`src/rtl/aes0_sched.sv`:
```
`default_nettype none
// ============================================================================
// aes0_sched : round-robin scheduler sharing one AES-192 engine among NUM_REQ
//              requesters. Optional job watchdog: AES0_SCHED_TIMEOUT_EN.
// Revision   : 1.0
// ============================================================================
module aes0_sched #(
  parameter int  NUM_REQ        = 4,
  parameter int  TIMEOUT_CYCLES = 1024,
  localparam int ID_W           = $clog2(NUM_REQ)
) (
  input  logic                   clk_i,
  input  logic                   rst_i,
  input  logic                   debug_mode_i,
  input  logic [NUM_REQ-1:0]     req_valid_i,
  output logic [NUM_REQ-1:0]     req_ready_o,
  input  logic [2*NUM_REQ-1:0]   req_key_sel_i,
  input  logic [128*NUM_REQ-1:0] req_p_c_i,
  input  logic [128*NUM_REQ-1:0] req_state_i,
  output logic                   aes_start_o,
  output logic [1:0]             aes_key_sel_o,
  output logic [127:0]           aes_p_c_o,
  output logic [127:0]           aes_state_o,
  input  logic                   aes_valid_i,
  input  logic [127:0]           aes_ct_i,
  output logic                   resp_valid_o,
  input  logic                   resp_ready_i,
  output logic [ID_W-1:0]        resp_id_o,
  output logic [127:0]           resp_ct_o,
  output logic                   resp_err_o,
  output logic                   busy_o
);

  typedef enum logic [1:0] {
    ST_IDLE = 2'd0,
    ST_RUN  = 2'd1,
    ST_RESP = 2'd2
  } state_e;

  state_e          fsm_q, fsm_d;
  logic [ID_W-1:0] ptr_q, ptr_d;
  logic [ID_W-1:0] id_q, id_d;
  logic [1:0]      key_sel_q, key_sel_d;
  logic [127:0]    p_c_q, p_c_d;
  logic [127:0]    blk_state_q, blk_state_d;
  logic [127:0]    resp_ct_q, resp_ct_d;
  logic            start_q, start_d;
  logic            resp_valid_q, resp_valid_d;

  logic            grant_vld;
  logic [ID_W-1:0] grant_idx;
  logic [ID_W:0]   cand;
  logic            timeout;

`ifdef AES0_SCHED_TIMEOUT_EN
  localparam int CNT_W = $clog2(TIMEOUT_CYCLES);
  logic [CNT_W-1:0] cnt_q, cnt_d;
  logic             resp_err_q, resp_err_d;

  // Counter holds RUN-cycle index minus one, so the limit hits on RUN cycle TIMEOUT_CYCLES.
  assign timeout    = (cnt_q == CNT_W'(TIMEOUT_CYCLES - 1));
  assign resp_err_o = resp_err_q;
`else
  assign timeout    = 1'b0;
  assign resp_err_o = 1'b0;
`endif

  // First requesting index at or after ptr, wrapping modulo NUM_REQ.
  always_comb begin
    grant_vld = 1'b0;
    grant_idx = '0;
    cand      = '0;
    for (int i = 0; i < NUM_REQ; i++) begin
      cand = {1'b0, ptr_q} + (ID_W+1)'(i);
      if (cand >= (ID_W+1)'(NUM_REQ)) cand = cand - (ID_W+1)'(NUM_REQ);
      if (!grant_vld && req_valid_i[cand[ID_W-1:0]]) begin
        grant_vld = 1'b1;
        grant_idx = cand[ID_W-1:0];
      end
    end
    grant_vld = grant_vld & (fsm_q == ST_IDLE) & ~debug_mode_i & ~rst_i;
  end

  always_comb begin
    req_ready_o = '0;
    if (grant_vld) req_ready_o[grant_idx] = 1'b1;
  end

  always_comb begin
    fsm_d        = fsm_q;
    ptr_d        = ptr_q;
    id_d         = id_q;
    key_sel_d    = key_sel_q;
    p_c_d        = p_c_q;
    blk_state_d  = blk_state_q;
    resp_ct_d    = resp_ct_q;
    start_d      = start_q;
    resp_valid_d = resp_valid_q;
`ifdef AES0_SCHED_TIMEOUT_EN
    cnt_d        = cnt_q;
    resp_err_d   = resp_err_q;
`endif
    case (fsm_q)
      ST_IDLE: begin
        if (grant_vld) begin
          fsm_d       = ST_RUN;
          start_d     = 1'b1;
          id_d        = grant_idx;
          key_sel_d   = req_key_sel_i[2*grant_idx +: 2];
          p_c_d       = req_p_c_i[128*grant_idx +: 128];
          blk_state_d = req_state_i[128*grant_idx +: 128];
          ptr_d       = (grant_idx == ID_W'(NUM_REQ - 1)) ? '0 : grant_idx + ID_W'(1);
`ifdef AES0_SCHED_TIMEOUT_EN
          cnt_d       = '0;
`endif
        end
      end
      ST_RUN: begin
        // A result arriving on the limit cycle takes precedence over the watchdog.
        if (aes_valid_i || timeout) begin
          fsm_d        = ST_RESP;
          start_d      = 1'b0;
          resp_valid_d = 1'b1;
          resp_ct_d    = aes_valid_i ? aes_ct_i : '0;
`ifdef AES0_SCHED_TIMEOUT_EN
          resp_err_d   = ~aes_valid_i;
        end else begin
          cnt_d        = cnt_q + CNT_W'(1);
`endif
        end
      end
      ST_RESP: begin
        if (resp_ready_i) begin
          fsm_d        = ST_IDLE;
          resp_valid_d = 1'b0;
        end
      end
      default: fsm_d = ST_IDLE;
    endcase
  end

  always_ff @(posedge clk_i) begin
    if (rst_i) begin
      fsm_q        <= ST_IDLE;
      ptr_q        <= '0;
      id_q         <= '0;
      key_sel_q    <= '0;
      p_c_q        <= '0;
      blk_state_q  <= '0;
      resp_ct_q    <= '0;
      start_q      <= 1'b0;
      resp_valid_q <= 1'b0;
`ifdef AES0_SCHED_TIMEOUT_EN
      cnt_q        <= '0;
      resp_err_q   <= 1'b0;
`endif
    end else begin
      fsm_q        <= fsm_d;
      ptr_q        <= ptr_d;
      id_q         <= id_d;
      key_sel_q    <= key_sel_d;
      p_c_q        <= p_c_d;
      blk_state_q  <= blk_state_d;
      resp_ct_q    <= resp_ct_d;
      start_q      <= start_d;
      resp_valid_q <= resp_valid_d;
`ifdef AES0_SCHED_TIMEOUT_EN
      cnt_q        <= cnt_d;
      resp_err_q   <= resp_err_d;
`endif
    end
  end

  assign aes_start_o   = start_q;
  assign aes_key_sel_o = key_sel_q;
  assign aes_p_c_o     = p_c_q;
  assign aes_state_o   = blk_state_q;
  assign resp_valid_o  = resp_valid_q;
  assign resp_id_o     = id_q;
  assign resp_ct_o     = resp_ct_q;
  assign busy_o        = (fsm_q != ST_IDLE);

endmodule
`default_nettype wire

```
`config.mk`:
```
export PLATFORM = sky130hd
export DESIGN_NAME = aes0_sched
export DESIGN_NICKNAME = d
export VERILOG_FILES = /design/src/rtl/aes0_sched.sv
export SDC_FILE = /design/constraint.sdc
export NUM_CORES = 1
export LEC_CHECK = 0
export ABC_AREA = 0
export BUFFER_PORTS_ARGS = -buffer_cell sky130_fd_sc_hd__buf_2
export CAP_MARGIN = 30
export CORE_AREA = 2 2 601 603
export DETAILED_ROUTE_END_ITERATION = 16
export DIE_AREA = 0 0 603 605
export PLACE_DENSITY = 0.3
export SYNTH_ARGS = -nofsm -noshare
export SYNTH_HDL_FRONTEND = slang
export SYNTH_SLANG_ARGS = --single-unit
```
`constraint.sdc`:
```
create_clock -name clk_i -period 4.65 [get_ports clk_i]
set_input_delay 0.2325 -clock clk_i [delete_from_list [all_inputs] [get_ports clk_i]]
set_output_delay 0.2325 -clock clk_i [all_outputs]
set_load 0.02 [all_outputs]
```
# [Word level (Yosys, flattened, before mapping)]
# Index checks and enable logic that the tools add are counted.
[totals] ff_bits=394 word_cells=91 out_inout_bits=396
[op_classes] n_eq_ne=6 order_cmp=10 mux=34 n_addsub=8 n_bitwise=5 shift=3 n_reduce_logical=16
[op_table] op="512-bit by 10-bit indexed part select with 128-bit output" n=2
[op_table] op="2-bit two-way mux" n=12
[op_table] op="2-bit by 3-bit < comparator with 1-bit output (second input constant)" n=5
[op_table] op="1-bit two-way mux" n=13
[op_table] op="3-bit >= comparator (second input constant)" n=3
[op_table] op="3-bit AND reduction" n=3
[op_table] op="1-bit binary-select mux with 2-bit select" n=4
[op_table] op="8-bit by 4-bit indexed part select with 2-bit output" n=1
[op_table] op="2-bit by 1-bit subtractor with 2-bit output (second input constant)" n=4
[op_table] op="2-bit by 2-bit adder with 3-bit output (second input constant)" n=2
[op_table] op="2-bit inequality test (second input constant)" n=3
[op_table] op="2-bit one-hot mux with 3 select lines" n=1
[op_table] op="2-bit nonzero test" n=3
[op_table] op="2-bit equality test (second input constant)" n=2
[op_table] op="1-bit logical AND" n=4
[op_table] op="4-bit two-way mux" n=1
[op_table] op="1-bit one-hot mux with 2 select lines" n=2
[op_table] op="2-bit AND reduction" n=2
[op_table] op="2-bit by 1-bit adder with 3-bit output (second input constant)" n=1
[op_table] op="1-bit AND" n=3
[op_table] op="2-bit by 3-bit >= comparator with 1-bit output (second input constant)" n=1
[op_table] op="1-bit zero test" n=3
[op_table] op="2-bit by 1-bit adder with 2-bit output (second input constant)" n=1
[op_table] op="1-bit demux with 2-bit select" n=1
[op_table] op="other kinds (4)" n=5

# [Logic depth before layout (Yosys ltp)]
[depth] depth_word=19 mapped_depth=11 depth_no_buf=8

# [Worst setup path before layout]
# No wires, ideal clock.
[synth_path] path_type="flip-flop to output port" startpoint="reg ptr_q[0]" endpoint="out req_ready_o[3]" setup_slack_ps=2437 stages_incl_launch_ff=11 arrival_ps=1980 path_buffers=3 path_cell_list="dfxtp_1 nor2b_4 nor4_4 buf_4 nor2_4 buf_6 buf_6 inv_2 ha_1 inv_1 nor2_1"
[synth_via] elab_chain_cells=19 elab_cells_between_ends=46 cone_classes="add/sub (7); order compare (6); mux (23); bitwise (3); reduce/logical (7)"
[synth_rtl] item="start: declaration" line_no="41" source="logic [ID_W-1:0] ptr_q, ptr_d;"
[synth_rtl] item="start signal: assignment" line_no="159" source="ptr_q <= ptr_d;"
[synth_rtl] item="parallel branches: the longest is 13 deep, another holds 2-bit by 1-bit adder with 3-bit output"
[synth_rtl] item="2-bit two-way mux (*)" line_no="76" source="if (!grant_vld && req_valid_i[cand[ID_W-1:0]]) begin"
[synth_rtl] item="net grant_idx[0]" line_no="51" source="logic [ID_W-1:0] grant_idx;"
[synth_rtl] item="2-bit by 3-bit < comparator with 1-bit output (not written as such) or 2-bit by 1-bit >= comparator with 1-bit output (tied branches)" line_no="86" source="if (grant_vld) req_ready_o[grant_idx] = 1'b1;"
[synth_rtl] item="1-bit logical AND (not written as such)" line_no="86"
[synth_rtl] item="1-bit two-way mux (not written as such)" line_no="86"
[synth_rtl] item="1-bit demux with 2-bit select (*)" line_no="86"
[synth_rtl] item="4-bit two-way mux (*)" line_no="86"
[synth_rtl] item="end: declaration" line_no="16" source="output logic [NUM_REQ-1:0] req_ready_o,"
# Mark *: on every way through the listed nets, which the timed path passes. The select of a mux whose other input is x is not followed.

# [Worst setup path after layout]
[layout_path] startpoint="reg ptr_q[1]" endpoint="reg blk_state_q[76] (netlist: aes_state_o[76])"
[layout_via] elab_chain_cells=18 elab_cells_between_ends=42 cone_classes="add/sub (7); order compare (4); shift (1); mux (20); bitwise (3); reduce/logical (7)"
[layout_rtl] item="parallel branches: the longest is 18 deep, another holds 2-bit by 1-bit adder with 3-bit output"
[layout_rtl] item="end signal: assignment" line_no="163" source="blk_state_q <= blk_state_d;"
[layout_rtl] item="end: declaration" line_no="45" source="logic [127:0] blk_state_q, blk_state_d;"
# Parallel ways; which one is timed is not known. The select of a mux whose other input is x is not followed.
# A chain may end at the register's enable or synchronous reset.

==> results.sh <==
export IMPL_hold_slack_ns=0.02008
export IMPL_hold_class="input pin to flip-flop"
export IMPL_clk_pin_slew_ns=0.07
export IMPL_finalSetupViolations=0
export IMPL_fmax_ghz=0.2483
export IMPL_layout_commonest_cell="buf_2"
export IMPL_yosys_warnings=0
export IMPL_cp_startpoint="ptr_q[1]"
export IMPL_synth_top_area_frac=0.3743
export IMPL_io_buffers=1563
export IMPL_finalHoldViolations=0
export IMPL_syn_avg_cell_area_um2=8.033
export IMPL_drv_slew=0
export IMPL_crit_path_end_kind="flip-flop"
export IMPL_synth_fp_nets=3796
export IMPL_cts_max_level=2
export IMPL_insertion_delay_ns=0.76
export IMPL_num_vias=32586
export IMPL_crit_reg2reg_launch="ptr_q[1]"
export IMPL_cts_resized=0
export IMPL_max_cap_viol_count=0
export IMPL_finalCritPeriodShare=0.8660
export IMPL_crit_path_top_delay_cell="buf_4"
export IMPL_critPathMaxStageDelay_ns=0.68
export IMPL_layout_drive_gt1_share=0.3500
export IMPL_place_hpwl_um=240900
export IMPL_max_slew_margin=0.1948
export IMPL_clockBufferDepth=3
export IMPL_syn2layout_area_growth_pct=118.6
export IMPL_die_width_um=603
export IMPL_dr_pass1_iters=6
export IMPL_grt_pass1_vias=32279
export IMPL_p_per_area_nw_per_um2=287.6
export IMPL_grt_max_degree=102
export IMPL_p_leak_nw=20.20
export IMPL_crit_arrival_ns=4.71
export IMPL_outcome="finished clean"
export IMPL_ir_drop_v=0.0003521
export IMPL_fillCellCount=41713
export IMPL_cts_sinks=394
export IMPL_synthTopCellsByArea="dfxtp_1 37%, mux2i_1 13%, nand2_1 9.1%, a21o_1 8.7%, o211ai_1 8.7%"
export IMPL_drcViolationCount=0
export IMPL_cts_made_buffers=61
export IMPL_wirelength_um=286400
export IMPL_path_cells="o21ai_1, a211oi_4, buf_12, buf_4, o21ai_0, a21o_1, dlygate4sd3_1, o211ai_1, dlygate4sd3_1"
export IMPL_finClkSkew_ns=0.06345
export IMPL_finalSetupTns_ns=0
export IMPL_fp_row_count=220
export IMPL_die_h_um=605
export IMPL_final_util=0.1286
export IMPL_yosysUniqueCellTypes=41
export IMPL_p_total_mw=13.25
export IMPL_place_congestion=0.9326
export IMPL_wire_per_inst_um=28.89
export IMPL_syn_inst=2623
export IMPL_synth_area_leader_cell="dfxtp_1"
export IMPL_start_util=0.05884
export IMPL_crit_required_ns=5.34
export IMPL_grt_first_pass_wirelength_um=353200
export IMPL_path_max_fanout=97
export IMPL_gr_usage_all_layers=0.1491
export IMPL_mostFrequentLayoutCells="1564 x buf_2, 908 x dlygate4sd3_1, 508 x nand2_1"
export IMPL_min_period_ns=4.027
export IMPL_die_area_um2=364800
export IMPL_start_kind="flip-flop"
export IMPL_vias_per_cell=3.288
export IMPL_seq_area_frac_synth=0.3743
export IMPL_tightest_slew_ns=1.208
export IMPL_fin_nets=6136
export IMPL_grt_setup_unrepaired="no"
export IMPL_grt_overflow=0
export IMPL_crit_type="flip-flop to flip-flop"
export IMPL_syn_area_um2=21070
export IMPL_dr_first_iter_drc_count=2362
export IMPL_synth_seq_cells=394
export IMPL_cts_tree="done"
export IMPL_grt_antenna_before_repair=262
export IMPL_postRouteAntennaNets=0
export IMPL_io_pins=1565
export IMPL_cts_root_buf="clkbuf_16"
export IMPL_crit_path_frequent_cell="dlygate4sd3_1"
export IMPL_min_from="req_state_i[100]"
export IMPL_core_um2=358100
registers in the layout, summed over array words and instances, names as in the netlist:
register	flops
aes_p_c_o	128
aes_state_o	128
resp_ct_o	128
aes_key_sel_o	2
fsm_q	2
ptr_q	2
resp_id_o	2
aes_start_o	1
resp_valid_o	1
repair_timing:
action,4_1_cts,5_1_grt
endpoints found under the hold margin,393,0
setup buffers,0,0
hold buffers,908,0
metal layers:
metal | up-vias | GRT usage | share of wire | wire (um)
met5 | - | 0 | 0.0027 | 787
met4 | 118 | 0.05761 | 0.042 | 11970
met3 | 550 | 0.05515 | 0.085 | 24480
met2 | 1620 | 0.2550 | 0.48 | 138800
met1 | 16013 | 0.1673 | 0.39 | 110300
li1 | 14285 | - | - | -
worst max-delay path, delay by kind of cell, from the launching register on:
kind	cells	cell delay [ns]
DFF	1	0.45
buffers and inverters	4	2.25
AOI/OAI and AO/OA	5	1.12
area by class of cell:
type                    instances  area [um^2]  share of cell area
repair buffers               2544        17710              0.3845
multi-input cells            1958        12030              0.2613
flip-flops and latches        394         7888              0.1713
well taps                    4773         5972              0.1297
clock buffers                  98         1886             0.04094
diodes                        124        310.3            0.006737
clock inverters                17        242.7            0.005270
inverters                       4        15.01           0.0003260
synth_stat cells, drive strengths merged:
master  number
a211o        1
a211oi       1
a21boi       1
a21o       243
a21oi      136
and2         3
buf         98
clkbuf     169
conb         1
dfxtp      394
ha           4
inv          4
mux2i      273
nand2      509
nand2b       2
nand3      244
nand3b      16
nor2         8
nor2b        3
nor3         1
nor4         3
o211ai     243
o21ai      244
o21bai       1
o221ai      15
o311ai       1
o31ai        1
or2          2
or3b         1
or4          1
cells by family after synthesis:
kind of cell	after synthesis	share of synthesized area
flops	394	0.3743
fa+ha+maj	4	0.002375
other cells	1	0.0001780
compound gates	887	0.2731
mux	273	0.1297
buf+inv	271	0.05701
simple gates	793	0.1633
power breakdown:
part	internal, mW	switching, mW	total (mW)
Combinational	1.88	2.40	4.27
Clock	2.94	2.19	5.13
Sequential	3.66	0.184	3.85
path summary, 6_finish.rpt:
| path | to | slack [ns] | cells after the start |
|---|---|---|---|
| min | aes_state_o[100] | 0.02 | 3 |
| max | aes_state_o[76] | 0.62 | 9 |
| min reg2reg | resp_ct_o[84] | 0.45 | 2 |
| max reg2reg | aes_state_o[76] | 0.62 | 9 |
per-stage QoR:
step | setup WS [ns] | instances | instance area (um^2)
floorplan | 2.437 | 2623 | 21070
global placement | 1.158 | 8751 | 34370
detailed placement | 1.180 | 8764 | 34500
CTS | 0.2419 | 9787 | 45720
global route | 0.3223 | 9867 | 45940
finish | 0.6231 | 9912 | 46060
Power figures use the tool's default switching activity.
